===== config.mk =====
export PLATFORM = sky130hd
export DESIGN_NAME = seg_readback_decoder_flat
export DESIGN_NICKNAME = d
export VERILOG_FILES = /design/src/rtl/seg_readback_decoder_if.sv /design/src/rtl/seg_readback_decoder.sv /design/src/flat_wrapper.sv
export SDC_FILE = /design/constraint.sdc
export NUM_CORES = 1
export LEC_CHECK = 0
export ABC_AREA = 1
export CORE_MARGIN = 2
export CORE_UTILIZATION = 50
export DETAILED_ROUTE_END_ITERATION = 8
export GPL_TIMING_DRIVEN = 0
export PLACE_DENSITY = 0.72
export SLEW_MARGIN = 0
export SYNTH_ARGS = -nofsm -noshare
export SYNTH_HDL_FRONTEND = slang
export SYNTH_SLANG_ARGS = --single-unit

===== constraint.sdc =====
create_clock -name i_clk -period 4.1 [get_ports i_clk]
set_input_delay 0.82 -clock i_clk [delete_from_list [all_inputs] [get_ports i_clk]]
set_output_delay 0.82 -clock i_clk [all_outputs]
set_load 0.01 [all_outputs]

===== src/rtl/seg_readback_decoder_if.sv =====
// seg_readback_decoder_if
// Bundles the segment readback bus. The decoder attaches through the slave
// modport. The display side or a monitor attaches through the master modport.
// Define SEG_READBACK_DP_EN to add the decimal point input and the dp output.
interface seg_readback_decoder_if #(
   parameter int CNT_W = 8
);
   logic [6:0]       i_hex;
   logic [3:0]       o_digit;
   logic             o_valid;
   logic             o_blank;
   logic             o_err;
   logic [CNT_W-1:0] o_upd_cnt;
`ifdef SEG_READBACK_DP_EN
   logic             i_hex_dp;
   logic             o_dp;

   modport slave (
      input  i_hex,
      input  i_hex_dp,
      output o_digit,
      output o_valid,
      output o_blank,
      output o_err,
      output o_upd_cnt,
      output o_dp
   );

   modport master (
      output i_hex,
      output i_hex_dp,
      input  o_digit,
      input  o_valid,
      input  o_blank,
      input  o_err,
      input  o_upd_cnt,
      input  o_dp
   );
`else
   modport slave (
      input  i_hex,
      output o_digit,
      output o_valid,
      output o_blank,
      output o_err,
      output o_upd_cnt
   );

   modport master (
      output i_hex,
      input  o_digit,
      input  o_valid,
      input  o_blank,
      input  o_err,
      input  o_upd_cnt
   );
`endif
endinterface


===== src/rtl/seg_readback_decoder.sv =====
// seg_readback_decoder
// Reads back an active-low DE-series 7-segment bus and recovers the hex digit
// it shows. A pattern is committed only after STABLE_CYCLES identical
// consecutive samples. Each commit is reported with a one-cycle valid strobe,
// blank and error flags, and a wrapping commit counter.
// Optional feature macro: SEG_READBACK_DP_EN adds decimal point sampling
// (bus.i_hex_dp) and the committed decimal point output (bus.o_dp).
module seg_readback_decoder #(
   parameter int STABLE_CYCLES = 4,
   parameter int CNT_W         = 8
) (
   input logic                   i_clk,
   input logic                   i_rst,
   seg_readback_decoder_if.slave bus
);

`ifdef SEG_READBACK_DP_EN
   localparam int SW = 8;
`else
   localparam int SW = 7;
`endif

   // The stability counter saturates at STABLE_CYCLES-1 (at most 254).
   localparam logic [7:0]    CNT_MAX = 8'(STABLE_CYCLES - 1);
   localparam logic [SW-1:0] ALL_OFF = {SW{1'b1}};

   typedef enum logic {
      S_UNSTABLE = 1'b0,
      S_STABLE   = 1'b1
   } state_t;

   state_t           r_state;
   state_t           w_state_nxt;
   logic [SW-1:0]    w_in;
   logic [SW-1:0]    r_sample;
   logic [SW-1:0]    r_committed;
   logic [7:0]       r_cnt;
   logic [7:0]       w_cnt_nxt;
   logic             w_same;
   logic             w_stable;
   logic             w_commit;
   logic             w_glyph_ok;
   logic [3:0]       w_glyph_dig;
   logic             w_blank_nxt;
   logic             w_err_nxt;
   logic [3:0]       r_digit;
   logic             r_valid;
   logic             r_blank;
   logic             r_err;
   logic [CNT_W-1:0] r_upd_cnt;
`ifdef SEG_READBACK_DP_EN
   logic             r_dp;
`endif

   // Active-low glyph decode. Returns {legal, digit}. Only the sixteen hex
   // glyphs are legal. Every other pattern reports legal=0.
   function automatic logic [4:0] decode_glyph(input logic [6:0] seg);
      logic [4:0] res;
      res = 5'b0_0000;
      case (seg)
         7'h40:   res = {1'b1, 4'h0};
         7'h79:   res = {1'b1, 4'h1};
         7'h24:   res = {1'b1, 4'h2};
         7'h30:   res = {1'b1, 4'h3};
         7'h19:   res = {1'b1, 4'h4};
         7'h12:   res = {1'b1, 4'h5};
         7'h02:   res = {1'b1, 4'h6};
         7'h78:   res = {1'b1, 4'h7};
         7'h00:   res = {1'b1, 4'h8};
         7'h10:   res = {1'b1, 4'h9};
         7'h08:   res = {1'b1, 4'hA};
         7'h03:   res = {1'b1, 4'hB};
         7'h46:   res = {1'b1, 4'hC};
         7'h21:   res = {1'b1, 4'hD};
         7'h06:   res = {1'b1, 4'hE};
         7'h0E:   res = {1'b1, 4'hF};
         default: res = 5'b0_0000;
      endcase
      return res;
   endfunction

   // Stability counter increment. It saturates so that it holds while the
   // pattern stays put.
   function automatic logic [7:0] sat_inc(input logic [7:0] c);
      return (c == CNT_MAX) ? CNT_MAX : c + 8'd1;
   endfunction

`ifdef SEG_READBACK_DP_EN
   assign w_in = {bus.i_hex_dp, bus.i_hex};
`else
   assign w_in = bus.i_hex;
`endif

   assign w_same    = (w_in == r_sample);
   assign w_stable  = (r_cnt == CNT_MAX);
   assign w_cnt_nxt = w_same ? sat_inc(r_cnt) : 8'd0;

   // Classify the current sample. Only the segment bits matter; the decimal point is ignored.
   always_comb begin
      {w_glyph_ok, w_glyph_dig} = decode_glyph(r_sample[6:0]);
      w_blank_nxt               = (r_sample[6:0] == 7'h7F);
      w_err_nxt                 = !w_glyph_ok && !w_blank_nxt;
   end

   // Next-state and commit decision for the stability FSM.
   always_comb begin
      w_state_nxt = r_state;
      w_commit    = 1'b0;
      case (r_state)
         S_UNSTABLE: begin
            if (w_stable) begin
               w_state_nxt = S_STABLE;
               w_commit    = (r_sample != r_committed);
            end
         end
         S_STABLE: begin
            // The counter also drops below saturation when the input changed
            // on the same edge the FSM entered S_STABLE. Leaving on that edge
            // lets the new pattern be judged on its own.
            if (!w_same || !w_stable) begin
               w_state_nxt = S_UNSTABLE;
            end
         end
         default: w_state_nxt = S_UNSTABLE;
      endcase
   end

   // Sample register, stability counter and FSM state.
   always_ff @(posedge i_clk) begin
      if (i_rst) begin
         r_sample <= ALL_OFF;
         r_cnt    <= 8'd0;
         r_state  <= S_UNSTABLE;
      end else begin
         r_sample <= w_in;
         r_cnt    <= w_cnt_nxt;
         r_state  <= w_state_nxt;
      end
   end

   // Commit registers: committed pattern, decoded outputs, strobe and counter.
   always_ff @(posedge i_clk) begin
      if (i_rst) begin
         r_committed <= ALL_OFF;
         r_digit     <= 4'h0;
         r_valid     <= 1'b0;
         r_blank     <= 1'b1;
         r_err       <= 1'b0;
         r_upd_cnt   <= '0;
`ifdef SEG_READBACK_DP_EN
         r_dp        <= 1'b0;
`endif
      end else begin
         r_valid <= w_commit;
         if (w_commit) begin
            r_committed <= r_sample;
            r_upd_cnt   <= r_upd_cnt + CNT_W'(1);
            r_blank     <= w_blank_nxt;
            r_err       <= w_err_nxt;
            if (w_glyph_ok) begin
               r_digit <= w_glyph_dig;
            end
`ifdef SEG_READBACK_DP_EN
            r_dp        <= ~r_sample[7];
`endif
         end
      end
   end

   assign bus.o_digit   = r_digit;
   assign bus.o_valid   = r_valid;
   assign bus.o_blank   = r_blank;
   assign bus.o_err     = r_err;
   assign bus.o_upd_cnt = r_upd_cnt;
`ifdef SEG_READBACK_DP_EN
   assign bus.o_dp      = r_dp;
`endif

endmodule

===== src/flat_wrapper.sv =====
// flat-port wrapper written by rule: the top's interface ports become plain ports
module seg_readback_decoder_flat 
#(
   parameter int STABLE_CYCLES = 4,
   parameter int CNT_W         = 8
)
  (i_clk, i_rst, bus_i_hex, bus_o_digit, bus_o_valid, bus_o_blank, bus_o_err, bus_o_upd_cnt);
  seg_readback_decoder_if #(.CNT_W(CNT_W)) bus_i ();
  input logic i_clk;
  input logic i_rst;
  input wire logic [$bits(bus_i.i_hex)-1:0] bus_i_hex;
  output wire logic [$bits(bus_i.o_digit)-1:0] bus_o_digit;
  output wire logic [$bits(bus_i.o_valid)-1:0] bus_o_valid;
  output wire logic [$bits(bus_i.o_blank)-1:0] bus_o_blank;
  output wire logic [$bits(bus_i.o_err)-1:0] bus_o_err;
  output wire logic [$bits(bus_i.o_upd_cnt)-1:0] bus_o_upd_cnt;
  assign bus_i.i_hex = bus_i_hex;
  assign bus_o_digit = bus_i.o_digit;
  assign bus_o_valid = bus_i.o_valid;
  assign bus_o_blank = bus_i.o_blank;
  assign bus_o_err = bus_i.o_err;
  assign bus_o_upd_cnt = bus_i.o_upd_cnt;
  seg_readback_decoder #(.STABLE_CYCLES(STABLE_CYCLES), .CNT_W(CNT_W)) u_core (.i_clk(i_clk), .i_rst(i_rst), .bus(bus_i));
endmodule

## Yosys cells after proc, flatten, opt, wreduce, memory -nomap -nowiden

Index checks and enable logic that the tools add are counted.

| storage, ports and cells | value |
|---|---|
| bits in registers | 38 |
| logic and storage cells | 50 |
| bits of input ports | 9 |

| operators by class | value |
|---|---|
| bitwise logic cells | 2 |
| reductions and logical operators | 10 |
| multiplexer cells | 7 |
| eq/ne operators | 19 |
| $add $sub $neg | 2 |

Operator list:

| cell | number |
|---|---|
| case mux 5 bit (16 select lines) | 1 |
| == test 7 bit (second input constant) | 5 |
| == test 7 x 5 -> 1 bit (second input constant) | 3 |
| == test 7 x 6 -> 1 bit (second input constant) | 3 |
| adder 8 x 1 -> 8 bit (second input constant) | 2 |
| == test 7 x 2 -> 1 bit (second input constant) | 2 |
| == test 7 x 4 -> 1 bit (second input constant) | 2 |
| == test 8 x 2 -> 1 bit (second input constant) | 1 |
| == test 7 x 3 -> 1 bit (second input constant) | 1 |
| == test 7 bit | 1 |
| zero test 7 bit | 1 |
| != test 7 bit | 1 |
| zero test 1 bit | 4 |
| 2-to-1 mux 1 bit | 4 |
| OR reduction 3 bit | 1 |
| 2-to-1 mux 2 bit | 1 |
| inverter 1 bit | 2 |
| case mux 1 bit (2 select lines) | 1 |
| AND reduction 2 bit | 1 |
| OR reduction 2 bit | 1 |
| logical AND 1 bit | 1 |
| logical OR 1 bit | 1 |

## Longest topological paths before layout

Gate-level depths: netlist of run 1.

| logic depth | value |
|---|---|
| word-level depth | 5 |
| depth in mapped cells | 12 |

## Least setup slack after synthesis of run 1

OpenSTA, ideal clock, no wires.

| path | value |
|---|---|
| path type | input port to flip-flop |
| from | in i_rst |
| to | reg u_core.r_committed[0] |
| path buffers | 2 |
| setup time | 138 ps |
| path slack | 2,470 ps |
| data arrival time | 1,492 ps |
| cell stages on the path | 4 |
| data required time | 3,962 ps |
| path through | clkbuf_1 -> inv_1 -> clkbuf_1 -> o211ai_1 |

RTL lines:

| item | RTL line | source |
|---|---|---|
| start, declared | flat_wrapper.sv:10 | `input logic i_rst;` |
| end signal, assigned | seg_readback_decoder.sv:156 | `r_committed <= r_sample;` |
| end, declared | seg_readback_decoder.sv:36 | `logic [SW-1:0] r_committed;` |

No word-level cell between the ends.

## Final worst setup path of run 1

| path | value |
|---|---|
| from | reg u_core.r_upd_cnt[3], in the netlist u_core.bus.o_upd_cnt[3] |
| to | out bus_o_upd_cnt[3] |

RTL lines:

| item | RTL line | source |
|---|---|---|
| start, declared | seg_readback_decoder.sv:50 | `logic [CNT_W-1:0] r_upd_cnt;` |
| start signal, assigned | seg_readback_decoder.sv:157 | `r_upd_cnt <= r_upd_cnt + CNT_W'(1);` |
| end, declared | flat_wrapper.sv:16 | `output wire logic [$bits(bus_i.o_upd_cnt)-1:0] bus_o_upd_cnt;` |

No word-level cell between the ends.

==> qor.json, run 1 <==
{
  "run_status": "complete, no violations",
  "power.combinational.fraction": 0.082,
  "post_cts.resized_instances": 0,
  "first_global_vias": 1761,
  "clock_skew_ns": 0.0103,
  "synth.net_count": 320,
  "drv_slew": 0,
  "required_ns": 3.28,
  "worst_pin_slew_ns": 0.462,
  "drc_errors": 0,
  "critPathLaunchType": "flip-flop",
  "die_area_um2": 4650,
  "worstReg2RegStart": "u_core.r_cnt[0]",
  "dp_hpwl_mm": 3.37,
  "grt_use_total": 0.207,
  "worst-endpoint-arrival_ns": 1.28,
  "finish.instance_area_um2": 2440,
  "tritoncts_clock_tree": "yes",
  "count_of_routing_violations_after_the_opening_detailed_route_iteration": 86,
  "critPathMaxStageDelay_ns": 0.57,
  "crit_fanout": 5,
  "post_route_cells_drive_above_1_share": 0.112,
  "power.share.switching": 0.247,
  "syn_inst": 309,
  "holdCritPathClass": "flip-flop to flip-flop",
  "grt_pass1_wl_mm": 7.26,
  "setup_violations": 0,
  "wirelength_mm": 4.46,
  "grt_overflow_total": 0,
  "antenna_diode_count": 0,
  "post-route-period-util": 0.511,
  "holdPathEnd": "u_core.r_cnt[7]",
  "cell_chain_of_the_critical_path": "clkdlybuf4s50_1",
  "netSwitchingPower_uw": 174,
  "final_critical_path_setup_slack_ns": 2.00,
  "num-nets-final": 349,
  "initial_utilization": 0.519,
  "average_footprint_of_a_synthesized_cell_um2": 6.67,
  "pin_count_of_the_biggest_net_entering_global_routing": 13,
  "share_seq_of_total_power": 0.536,
  "layout-area-overhead-vs-synth_pct": 18.3,
  "cell_internal_pwr_uw": 529,
  "cts_buffers": 5,
  "drt-pass1-iter-count": 5,
  "timing.max_cap.violations": 0,
  "yosys.cell_types.count": 31,
  "num_rows": 23,
  "core_area_um2": 3970,
  "timing.slew.headroom": 0.692,
  "rsz0062_at_grt": "false",
  "power_density_nw_per_um2": 288,
  "fin_tns_setup_ns": 0,
  "top_level_ports": 24,
  "antenna_found_initial": 0,
  "clock.fmax_mhz": 477,
  "cts_hold_buffers": 0,
  "placedInstanceArea_um2": 2340,
  "route.vias.total": 1988,
  "die_width_um": 68.2,
  "cts_num_sinks": 38,
  "hold_start": "u_core.r_cnt[7]",
  "avgViaCountPerCell": 5.11,
  "power_frac_clock": 0.382,
  "crit_path_top_delay_cell": "clkdlybuf4s50_1",
  "drt-wirelength-per-cell_um": 11.5,
  "buffer_ports.inserted": 22,
  "place_ws_ns": 1.80,
  "yosysWarnings": 0,
  "h_tree_level_count": 2,
  "yosysSeqAreaShare": 0.369,
  "worst-r2r-cell-count": 10,
  "hold_violations": 0,
  "path_delay_family": "buffers and inverters",
  "timing.critical_path.buf_inv": 1,
  "setup.worst_path.class": "flip-flop to primary output",
  "worstSetupEndpointType": "primary output",
  "mappedNetlistArea_um2": 2060,
  "ir_worst_vdd_uv": 192,
  "cts_setup_buffers": 0,
  "final.min_clock_period_ns": 2.10,
  "fin_hold_ws_ns": 0.468,
  "yosys_register_bits": 38,
  "cts_max_path_buffers": 2,
  "cts.reportedPaths.clkPinSlew_ns": 0.08,
  "worst_skew_pair.late_latency_ns": 0.29,
  "ctsRootBufferMaster": "clkbuf_8",
  "globalplace.congestion": 0.923,
  "timing.hold.worst_path_depth": 2,
  "die_h_um": 68.2,
  "total_leakage_power_uw": 0.00115,
  "ant_nets": 0,
  "ff_to_ff_end": "u_core.bus.o_digit[2]",
  "rrSetupSlack_ns": 2.34
}
==> per-layer routing <==
layer,global-route usage,part of all wire
met3,0.0526,0.044
met1,0.247,0.48
met4,0.0650,0.014
met2,0.362,0.46
met5,0,0
==> Yosys cell counts, drive strengths merged <==
master / n / area share
o21ai: 6 / 0.015
nand3: 20 / 0.051
inv: 38 / 0.069
nor2: 44 / 0.093
buf: 6 / 0.022
and3: 1 / 0.0030
a21oi: 12 / 0.029
nor3b: 1 / 0.0061
or2: 3 / 0.0091
nand2: 99 / 0.19
o21bai: 1 / 0.0036
clkbuf: 2 / 0.0036
ha: 2 / 0.012
xor2: 5 / 0.025
nor3: 11 / 0.032
o211ai: 6 / 0.022
xnor2: 4 / 0.017
nand4: 9 / 0.030
nand3b: 1 / 0.0036
dfxtp: 38 / 0.37
==> worst max path at each step <==
| stage | end | cells past startpoint | from | slack (ns) |
|---|---|---|---|---|
| 2_1_floorplan | u_core.r_committed[0] | 4 | i_rst | 2.47 |
| 6_report | bus_o_upd_cnt[3] | 1 | u_core.bus.o_upd_cnt[3] | 2.00 |
| 3_5_place_dp | u_core.r_cnt[4] | 7 | bus_i_hex[2] | 1.80 |
| 5_1_grt | u_core.r_cnt[2] | 7 | bus_i_hex[3] | 1.94 |
| 3_3_place_gp | u_core.r_cnt[4] | 7 | bus_i_hex[2] | 1.83 |
| 4_1_cts | bus_o_upd_cnt[3] | 1 | u_core.bus.o_upd_cnt[3] | 2.01 |
==> registers in the layout, summed over array words and instances, names as in the netlist <==
| signal | cells |
|---|---|
| u_core.bus.o_upd_cnt | 8 |
| u_core.r_cnt | 8 |
| u_core.r_committed | 7 |
| u_core.r_sample | 7 |
| u_core.bus.o_digit | 4 |
| u_core.bus.o_blank | 1 |
| u_core.bus.o_err | 1 |
| u_core.bus.o_valid | 1 |
| u_core.r_state | 1 |
==> cell usage in the layout, fill, tap and decap left out, drive strengths merged <==
cell type and n:
nand2 99, clkinv 1, clkinvlp 1, or2 3, nor2 44, clkdlybuf4s50 22
a21oi 12, ha 2, o21bai 1, o21ai 6, xor2 5, nor3 11
nand3b 1, nor3b 1, dfxtp 38, o211ai 6, nand4 9, inv 38
clkbuf 8, and3 1, buf 6, nand3 20, xnor2 4
==> cell families after synthesis <==
logic type / Yosys count / share of synthesized area
compound gates: 25 / 0.0692
xor+xnor: 9 / 0.0419
fa+ha+maj: 2 / 0.0121
buf+inv: 46 / 0.0947
flops: 38 / 0.369
simple gates: 189 / 0.413
==> final cells by class <==
| class | instances | area, um2 |
|---|---|---|
| buffer | 8 | 52.6 |
| clock buffer | 6 | 82.6 |
| clock inverter | 2 | 12.5 |
| fill | 392 | 1530 |
| inverter | 38 | 143 |
| multi-input combinational | 225 | 1110 |
| sequential | 38 | 761 |
| tap | 50 | 62.6 |
| timing repair buffer | 22 | 220 |
==> stage by stage <==
step,util,cells,total power [uW]
2_1_floorplan,-,309,424
3_3_place_gp,0.590,381,442
3_5_place_dp,0.590,381,443
4_1_cts,0.614,389,710
5_1_grt,0.614,389,730
6_report,0.614,389,703
==> power groups by stage <==
stage               clock [uW]  combinational, uW  sequential [uW]
floorplan                    0               40.0              384
global placement             0               56.6              386
detailed placement           0               57.2              386
CTS                        275               57.7              377
global route               287               65.5              377
finish                     268               57.8              377
No activity file was read; power rests on OpenSTA's default activity.
==> run 2: changes to the inputs <==
- clock period: 4.1 -> 2.01 ns (I/O delays scaled with it)
==> results of run 2 <==
The final DEF is identical to that of run 1. Status: complete, no violations.
Main changes from that run: setup slack after placement 1.80 ns -> 0.127 ns; setup slack after layout 2.00 ns -> 0.254 ns; start point of the critical path u_core.bus.o_upd_cnt[3] -> u_core.r_cnt[0]; end point of the critical path bus_o_upd_cnt[3] -> u_core.bus.o_digit[2]; register-to-register setup slack 2.34 ns -> 0.25 ns; total power 703 uW -> 1430 uW; worst IR drop on VDD 192 uV -> 392 uV
==> run 3: changes to the inputs <==
- ABC_CLOCK_PERIOD_IN_PS: unset -> 2009
- CORE_MARGIN: 2 -> unset
- RECOVER_POWER: unset -> 50
==> qor.json, run 3 (synthesis results as in run 1) <==
{
  "run_status": "complete, no violations",
  "buffer_ports.inserted": 22,
  "power_density_nw_per_um2": 592,
  "power_frac_clock": 0.386,
  "clock.fmax_mhz": 553,
  "antenna_found_initial": 0,
  "drv_slew": 0,
  "fin_tns_setup_ns": 0,
  "multiInputGateArea_um2": 1100,
  "crit_fanout": 6,
  "ant_nets": 0,
  "count_of_routing_violations_after_the_opening_detailed_route_iteration": 107,
  "power.combinational.fraction": 0.079,
  "clock_skew_ns": 0.00370,
  "required_ns": 2.23,
  "setup.worst_path.class": "primary input to flip-flop",
  "antenna_diode_count": 0,
  "worstSetupEndpointType": "flip-flop",
  "route.vias.total": 1939,
  "first_global_vias": 1876,
  "final.min_clock_period_ns": 1.81,
  "core_area_um2": 3800,
  "ir_worst_vdd_uv": 457,
  "share_seq_of_total_power": 0.535,
  "layout-area-overhead-vs-synth_pct": 18.0,
  "end_point_of_the_critical_path": "u_core.r_cnt[4]",
  "pin_count_of_the_biggest_net_entering_global_routing": 13,
  "cts.reportedPaths.clkPinSlew_ns": 0.08,
  "die_width_um": 66.2,
  "fin_hold_ws_ns": 0.469,
  "worst-endpoint-arrival_ns": 2.03,
  "holdCritPathClass": "flip-flop to flip-flop",
  "worstReg2RegStart": "u_core.r_cnt[0]",
  "timing.slew.headroom": 0.655,
  "power.share.switching": 0.251,
  "ctsRootBufferMaster": "clkbuf_8",
  "crit_start": "bus_i_hex[2]",
  "avgViaCountPerCell": 5.01,
  "top_level_ports": 24,
  "drt-wirelength-per-cell_um": 11.5,
  "die_h_um": 66.2,
  "layout_common_cells": "95 x nand2_1, 38 x dfxtp_1, 37 x nor2_1, 34 x inv_1, 19 x nand3_1",
  "cts_max_path_buffers": 2,
  "die_area_um2": 4390,
  "timing.max_cap.violations": 0,
  "layout.filler_cells": 369,
  "num-nets-final": 349,
  "cell_internal_pwr_uw": 1080,
  "cts_hold_buffers": 0,
  "dp_hpwl_mm": 3.36,
  "globalplace.congestion": 0.869,
  "rsz0062_at_grt": "false",
  "total_leakage_power_uw": 0.00119,
  "rrSetupSlack_ns": 0.27,
  "post_cts.resized_instances": 0,
  "critPathLaunchType": "primary input",
  "mostFrequentLayoutCell": "nand2_1",
  "grt_overflow_total": 0,
  "initial_utilization": 0.543,
  "setup_violations": 0,
  "worst_skew_pair.late_latency_ns": 0.29,
  "hold_violations": 0,
  "post-route-period-util": 0.899,
  "h_tree_level_count": 2,
  "grt_pass1_wl_mm": 8.05,
  "cts_num_sinks": 38,
  "drt-pass1-iter-count": 4,
  "wirelength_mm": 4.45,
  "cts_buffers": 5,
  "area_of_all_sequential_standard_cells_um2": 761,
  "grt_use_total": 0.242,
  "post_route_cells_drive_above_1_share": 0.109,
  "cts_setup_buffers": 0,
  "worst_pin_slew_ns": 0.518,
  "netSwitchingPower_uw": 361,
  "num_rows": 22,
  "ff_to_ff_end": "u_core.bus.o_digit[2]",
  "tritoncts_clock_tree": "yes",
  "worst-r2r-cell-count": 10,
  "drc_errors": 0
}
[run 3: changes by cell type in the layout (fill, tap and decap cells not counted), sizes merged]
cell / change
clkdlybuf4s50: -16
dlygate4sd3: +16
[run 3: through the flow]
step | util | total power, uW | setup slack (ns) | std cells | area (um2)
2_1_floorplan | - | 866 | 0.502 | 309 | 2060
3_3_place_gp | 0.617 | 902 | 0.145 | 379 | 2340
3_5_place_dp | 0.617 | 903 | 0.145 | 379 | 2340
4_1_cts | 0.642 | 1460 | 0.252 | 387 | 2440
5_1_grt | 0.640 | 1500 | 0.0381 | 387 | 2430
6_report | 0.640 | 1440 | 0.202 | 387 | 2430
[run 3: worst max-delay path, stage by stage]
cell	delay (ns)
dlygate4sd3_1	0.54
inv_1	0.07
nand2_1	0.06
nand4_1	0.12
nor3_1	0.36
nand4_2	0.27
nor3b_2	0.21
[run 3: power by group through the flow]
stage	sequential, uW	combinational [uW]	clock (uW)
2_1_floorplan	784	81.7	0
3_3_place_gp	787	116	0
3_5_place_dp	787	116	0
4_1_cts	769	117	571
5_1_grt	771	128	605
6_report	770	114	556
[run 3: routing by layer]
| layer | vias up | routed length (um) | GRT usage |
|---|---|---|---|
| met5 | - | 0 | 0 |
| met4 | 0 | 57 | 0.0745 |
| met3 | 6 | 237 | 0.0655 |
| met2 | 37 | 2030 | 0.413 |
| met1 | 866 | 2120 | 0.291 |
| li1 | 1030 | - | - |
[run 3: final cells by class]
class                      instances  share of cell area
multi-input combinational        225               0.453
sequential                        38               0.313
clock inverter                     2             0.00514
inverter                          38              0.0586
timing repair buffer              22              0.0905
buffer                             8              0.0216
clock buffer                       6              0.0340
tap                               48              0.0247
[run 3: how the worst min path moves through the flow]
stage	slack, ns	end	from	cells past startpoint
finish	0.47	u_core.r_cnt[7]	u_core.r_cnt[7]	2
global route	0.50	u_core.bus.o_digit[2]	u_core.bus.o_digit[2]	2
CTS	0.47	u_core.r_cnt[7]	u_core.r_cnt[7]	2
detailed placement	0.46	u_core.r_cnt[7]	u_core.r_cnt[7]	2
global placement	0.45	u_core.r_cnt[7]	u_core.r_cnt[7]	2
floorplan	0.44	u_core.r_cnt[7]	u_core.r_cnt[7]	2
